<file path="config.mk">
export PLATFORM = sky130hd
export DESIGN_NAME = seq_pattern_gen
export DESIGN_NICKNAME = d
export VERILOG_FILES = /design/src/rtl/seq_pattern_gen_pkg.sv /design/src/rtl/seq_pattern_gen_bit_counter.sv /design/src/rtl/seq_pattern_gen.sv
export SDC_FILE = /design/constraint.sdc
export NUM_CORES = 1
export LEC_CHECK = 0
export CORE_AREA = 4 4 41 43
export CTS_CLUSTER_SIZE = 20
export DETAILED_ROUTE_END_ITERATION = 10
export DIE_AREA = 0 0 45 47
export DONT_BUFFER_PORTS = 1
export PLACE_DENSITY_LB_ADDON = 0.15
export SYNTH_ARGS = -nofsm -noshare
export SYNTH_HDL_FRONTEND = slang
export SYNTH_SLANG_ARGS = --single-unit
</file>
<file path="constraint.sdc">
create_clock -name clk -period 2.7 [get_ports clk]
set_input_delay 0 -clock clk [delete_from_list [all_inputs] [get_ports clk]]
set_output_delay 0 -clock clk [all_outputs]
set_load 0.01 [all_outputs]
</file>
<file path="src/rtl/seq_pattern_gen_pkg.sv">
// Shared state encoding and constants for the serial pattern generator.
// The state enum is the reference encoding; the top mirrors it in localparams.
package seq_gen_pkg;

  typedef enum logic [0:0] {
    IDLE  = 1'b0,
    SHIFT = 1'b1
  } state_e;

  localparam int   MAX_WIDTH  = 32;
  localparam logic IDLE_LEVEL = 1'b0;

endpackage

</file>
<file path="src/rtl/seq_pattern_gen_bit_counter.sv">
// Load/decrement bit counter for seq_pattern_gen.
// It is loaded with WIDTH-1 at word start; tc marks the last bit of the word.
module seq_bit_counter #(
  parameter int CNT_W = 4
) (
  input  logic             clk,
  input  logic             rst,
  input  logic             load,
  input  logic [CNT_W-1:0] load_value,
  input  logic             dec,
  output logic             tc
);

  logic [CNT_W-1:0] count;

  // Saturates at zero so the counter never wraps while the word is in flight.
  always_ff @(posedge clk or posedge rst) begin
    if (rst) begin
      count <= '0;
    end else if (load) begin
      count <= load_value;
    end else if (dec && (count != '0)) begin
      count <= count - 1'b1;
    end
  end

  assign tc = (count == '0);

endmodule

</file>
<file path="src/rtl/seq_pattern_gen.sv">
// Parallel-to-serial pattern generator feeding a downstream sequence detector.
// Optional word repeat is enabled by defining SEQ_GEN_REPEAT_EN.
module seq_pattern_gen
  import seq_gen_pkg::*;
#(
  parameter int WIDTH     = 8,
  parameter int LSB_FIRST = 0
) (
  input  logic             clk,
  input  logic             rst,
  input  logic             start,
  input  logic [WIDTH-1:0] data,
`ifdef SEQ_GEN_REPEAT_EN
  input  logic             repeat_en,
`endif
  output logic             ready,
  output logic             j,
  output logic             valid,
  output logic             done
);

  localparam int               CNT_W      = $clog2(WIDTH) + 1;
  localparam logic [CNT_W-1:0] LAST_COUNT = CNT_W'(WIDTH - 1);
  localparam logic [0:0]       ST_IDLE    = 1'(IDLE);
  localparam logic [0:0]       ST_SHIFT   = 1'(SHIFT);

  logic [0:0]       state;
  logic [WIDTH-1:0] shift_reg;
  logic [WIDTH-1:0] shadow_reg;
  logic             in_shift;
  logic             accept;
  logic             last_bit;
  logic             reload;
  logic             head_bit;
  logic             tc;

  assign in_shift = (state == ST_SHIFT);
  assign accept   = (state == ST_IDLE) && start;
  assign last_bit = in_shift && tc;
  assign head_bit = (LSB_FIRST != 0) ? shift_reg[0] : shift_reg[WIDTH-1];

`ifdef SEQ_GEN_REPEAT_EN
  assign reload = last_bit && repeat_en;
`else
  assign reload = 1'b0;
`endif

  seq_bit_counter #(
    .CNT_W(CNT_W)
  ) u_bit_counter (
    .clk       (clk),
    .rst       (rst),
    .load      (accept || reload),
    .load_value(LAST_COUNT),
    .dec       (in_shift),
    .tc        (tc)
  );

  // The shadow copy lets a repeated word restart without re-sampling data.
  always_ff @(posedge clk or posedge rst) begin
    if (rst) begin
      state      <= ST_IDLE;
      shift_reg  <= '0;
      shadow_reg <= '0;
    end else if (accept) begin
      state      <= ST_SHIFT;
      shift_reg  <= data;
      shadow_reg <= data;
    end else if (in_shift) begin
      if (reload) begin
        shift_reg <= shadow_reg;
      end else begin
        shift_reg <= (LSB_FIRST != 0) ? (shift_reg >> 1) : (shift_reg << 1);
        if (last_bit) begin
          state <= ST_IDLE;
        end
      end
    end
  end

  assign ready = !in_shift;
  assign valid = in_shift;
  assign j     = in_shift ? head_bit : IDLE_LEVEL;
  assign done  = last_bit;

endmodule

</file>
==> flow_metrics.env <==
export IMPL_fin_setup_tns_ns=0
export IMPL_die_h_um=47
export IMPL_cp_max_fo=23
export IMPL_routed_wl_um=1190
export IMPL_cts_sinks=13
export IMPL_whs_ns=0.179
export IMPL_fin_nets=94
export IMPL_synth_top_area_share_pct=50.9
export IMPL_design_area_um2=837
export IMPL_post_drt_wl_per_cell_um=12.5
export IMPL_period_needed_ns=1.63
export IMPL_crit_chain="inv_1, or3_1, o21a_1"
export IMPL_synth_edf_count=0
export IMPL_slew_violations=0
export IMPL_placed_cell_area_um2=641
export IMPL_cp_end_kind="register"
export IMPL_grt_max_degree=24
export IMPL_die_area_um2=2120
export IMPL_grt_overflow_total=0
export IMPL_synth_distinct_cells=19
export IMPL_critPathKind="register to register"
export IMPL_leakagePower_nw=0.392
export IMPL_finalSetupViolations=0
export IMPL_yosys_warnings=0
export IMPL_portBuffers=0
export IMPL_die_x_um=45
export IMPL_ys_flop_type="dfrtp_1"
export IMPL_dpl_worst_slack_ns=1.08
export IMPL_post_cts_buffers=0
export IMPL_fin_ws_ns=1.07
export IMPL_drt_pass1_iter_count=2
export IMPL_ys_ff_latch=13
export IMPL_drtIter0Drc=4
export IMPL_max_slew_margin_pct=56.8
export IMPL_final_antenna_net_count=0
export IMPL_synth_async_sr_flop_share_pct=100
export IMPL_grt_setup_unrepaired="no"
export IMPL_pin_count=15
export IMPL_syn_avg_cell_area_um2=10.3
export IMPL_hold_path_class="primary input to asynchronous set/reset pin"
export IMPL_grt_pass1_wl_um=2070
export IMPL_grt_total_usage_pct=14.5
export IMPL_n_antenna_cell=0
export IMPL_grt_antenna_before_repair=0
export IMPL_rows=13
export IMPL_critical_path_slowest_cell="dfrtp_1"
export IMPL_synth_area_leaders="dfrtp_1 51%, mux2i_1 13%, o21ai_0 5.5%"
export IMPL_cts_hold_buf=17
export IMPL_worst_pin_slew_ns=0.648
export IMPL_place_hpwl_um=735
export IMPL_core_area_um2=1300
export IMPL_largest_reg_flops=8
export IMPL_worstPathRequired_ns=2.87
export IMPL_initial_core_util_pct=49.1
export IMPL_synthTopCellsByCount="13 x dfrtp_1, 8 x mux2i_1, 7 x nand2_1, 7 x o21ai_0, 5 x inv_1"
export IMPL_path_clk_slew_ns=0.07
export IMPL_cts_resized=0
export IMPL_cp_arrival_ns=1.80
export IMPL_num_vias=494
export IMPL_synth_most_common_cell="dfrtp_1"
export IMPL_grt_pass1_vias=463
export IMPL_irDropWorstVdd_uv=484
export IMPL_clock_latency_ns=0.27
export IMPL_via_per_inst=5.20
export IMPL_finalHoldViolations=0
export IMPL_root_buffer="clkbuf_4"
export IMPL_fin_crit_sh_pct=60.4
export IMPL_cts_buffers=3
export IMPL_htreeDepth=1
export IMPL_fmax_mhz=613
export IMPL_cts_tree="yes"
export IMPL_maxCapViolCount=0
export IMPL_cpPeakStageDelay_ns=0.76
export IMPL_syn_inst=62
export IMPL_gp_congestion=0.738
export IMPL_outcome="completed"
export IMPL_seq_area_frac_synth_pct=50.9
export IMPL_skew_ns=0.00126
export IMPL_netlist_area_um2=639
export IMPL_synth_nets=75
export IMPL_cts_buffer_depth=2
export IMPL_drive_above_1_share_pct=6.25
export IMPL_p_per_area_nw_per_um2=895
export IMPL_yosys_area_top_type="dfrtp_1"
export IMPL_syn2layout_area_growth_pct=30.9
export IMPL_drc_errors=0
export IMPL_crit_path_start_kind="register"
## final timing paths
kind                       cells past startpoint                endpoint  slack [ns]         start
setup / recovery                               3  u_bit_counter.count[0]        1.07         valid
hold / removal                                 2            shift_reg[4]        0.18           rst
setup reg to reg                               3  u_bit_counter.count[0]        1.07         valid
hold reg to reg                                2            shift_reg[3]        0.48  shift_reg[2]
max in group asynchronous                      2            shift_reg[1]        2.20           rst
min in group clk                               3            shift_reg[0]        0.45         start
## worst max-delay path, delay by kind of cell (launching register included)
| family | cells | cell delay [ns] |
|---|---|---|
| buffers and inverters | 1 | 0.25 |
| and+or+nand+nor | 1 | 0.40 |
| DFF | 1 | 0.76 |
| AOI/OAI and AO/OA | 1 | 0.11 |
## area by class of cell
type                       instances  area [µm²]
fill                             111         464
sequential                        13         325
multi-input combinational         41         278
timing repair buffer              17         170
clock buffer                       4        26.3
inverter                           5        18.8
tap                               15        18.8
## kinds of logic (layout without fill, tap and decap cells)
kind of cell    after synthesis  in the layout  synth area share (%)
flops                        13             13                  50.9
buf+inv                       8             26                  5.68
compound gates               13             13                  12.7
mux                           8              8                  12.5
simple gates                 18             18                  14.3
fa+ha+maj                     2              2                  3.91
## layout by cell type, fill, tap and decap left out
cell and instances:
a311o_1 1, o21ai_0 7, nand2_1 7, a2bb2oi_1 1
a31o_2 1, inv_1 5, dlygate4sd3_1 17, clkbuf_1 1
nor3b_2 1, ha_1 2, o21a_1 1, a21oi_1 1
or3_1 2, clkbuf_4 3, dfrtp_1 13, o22ai_1 1
mux2i_1 8, and2_1 3, nor2_1 4, nor4_1 1
## metal layers
layer	vias to the layer above	track usage [%]	share of wire, %
met5	-	0	0
met4	0	7.02	0.76
met3	2	7.66	7.7
met2	15	21.8	44
met1	227	17.0	47
li1	250	-	-
## per-stage QoR
stage | std cells | utilization, % | total power [mW]
detailed placement | 74 | 49.2 | 0.594
finish | 95 | 64.3 | 0.749
floorplan | 62 | - | 0.556
CTS | 95 | 64.3 | 0.759
global route | 95 | 64.3 | 0.825
global placement | 74 | 49.2 | 0.588
## power by group
group	leakage (nW)	switching (mW)	total (mW)	internal [mW]
Sequential	0.164	0.0867	0.361	0.274
Clock	0.0150	0.0585	0.116	0.0573
Combinational	0.213	0.123	0.273	0.150
Total	0.392	0.268	0.749	0.481
(Power assumes the default switching activity.)
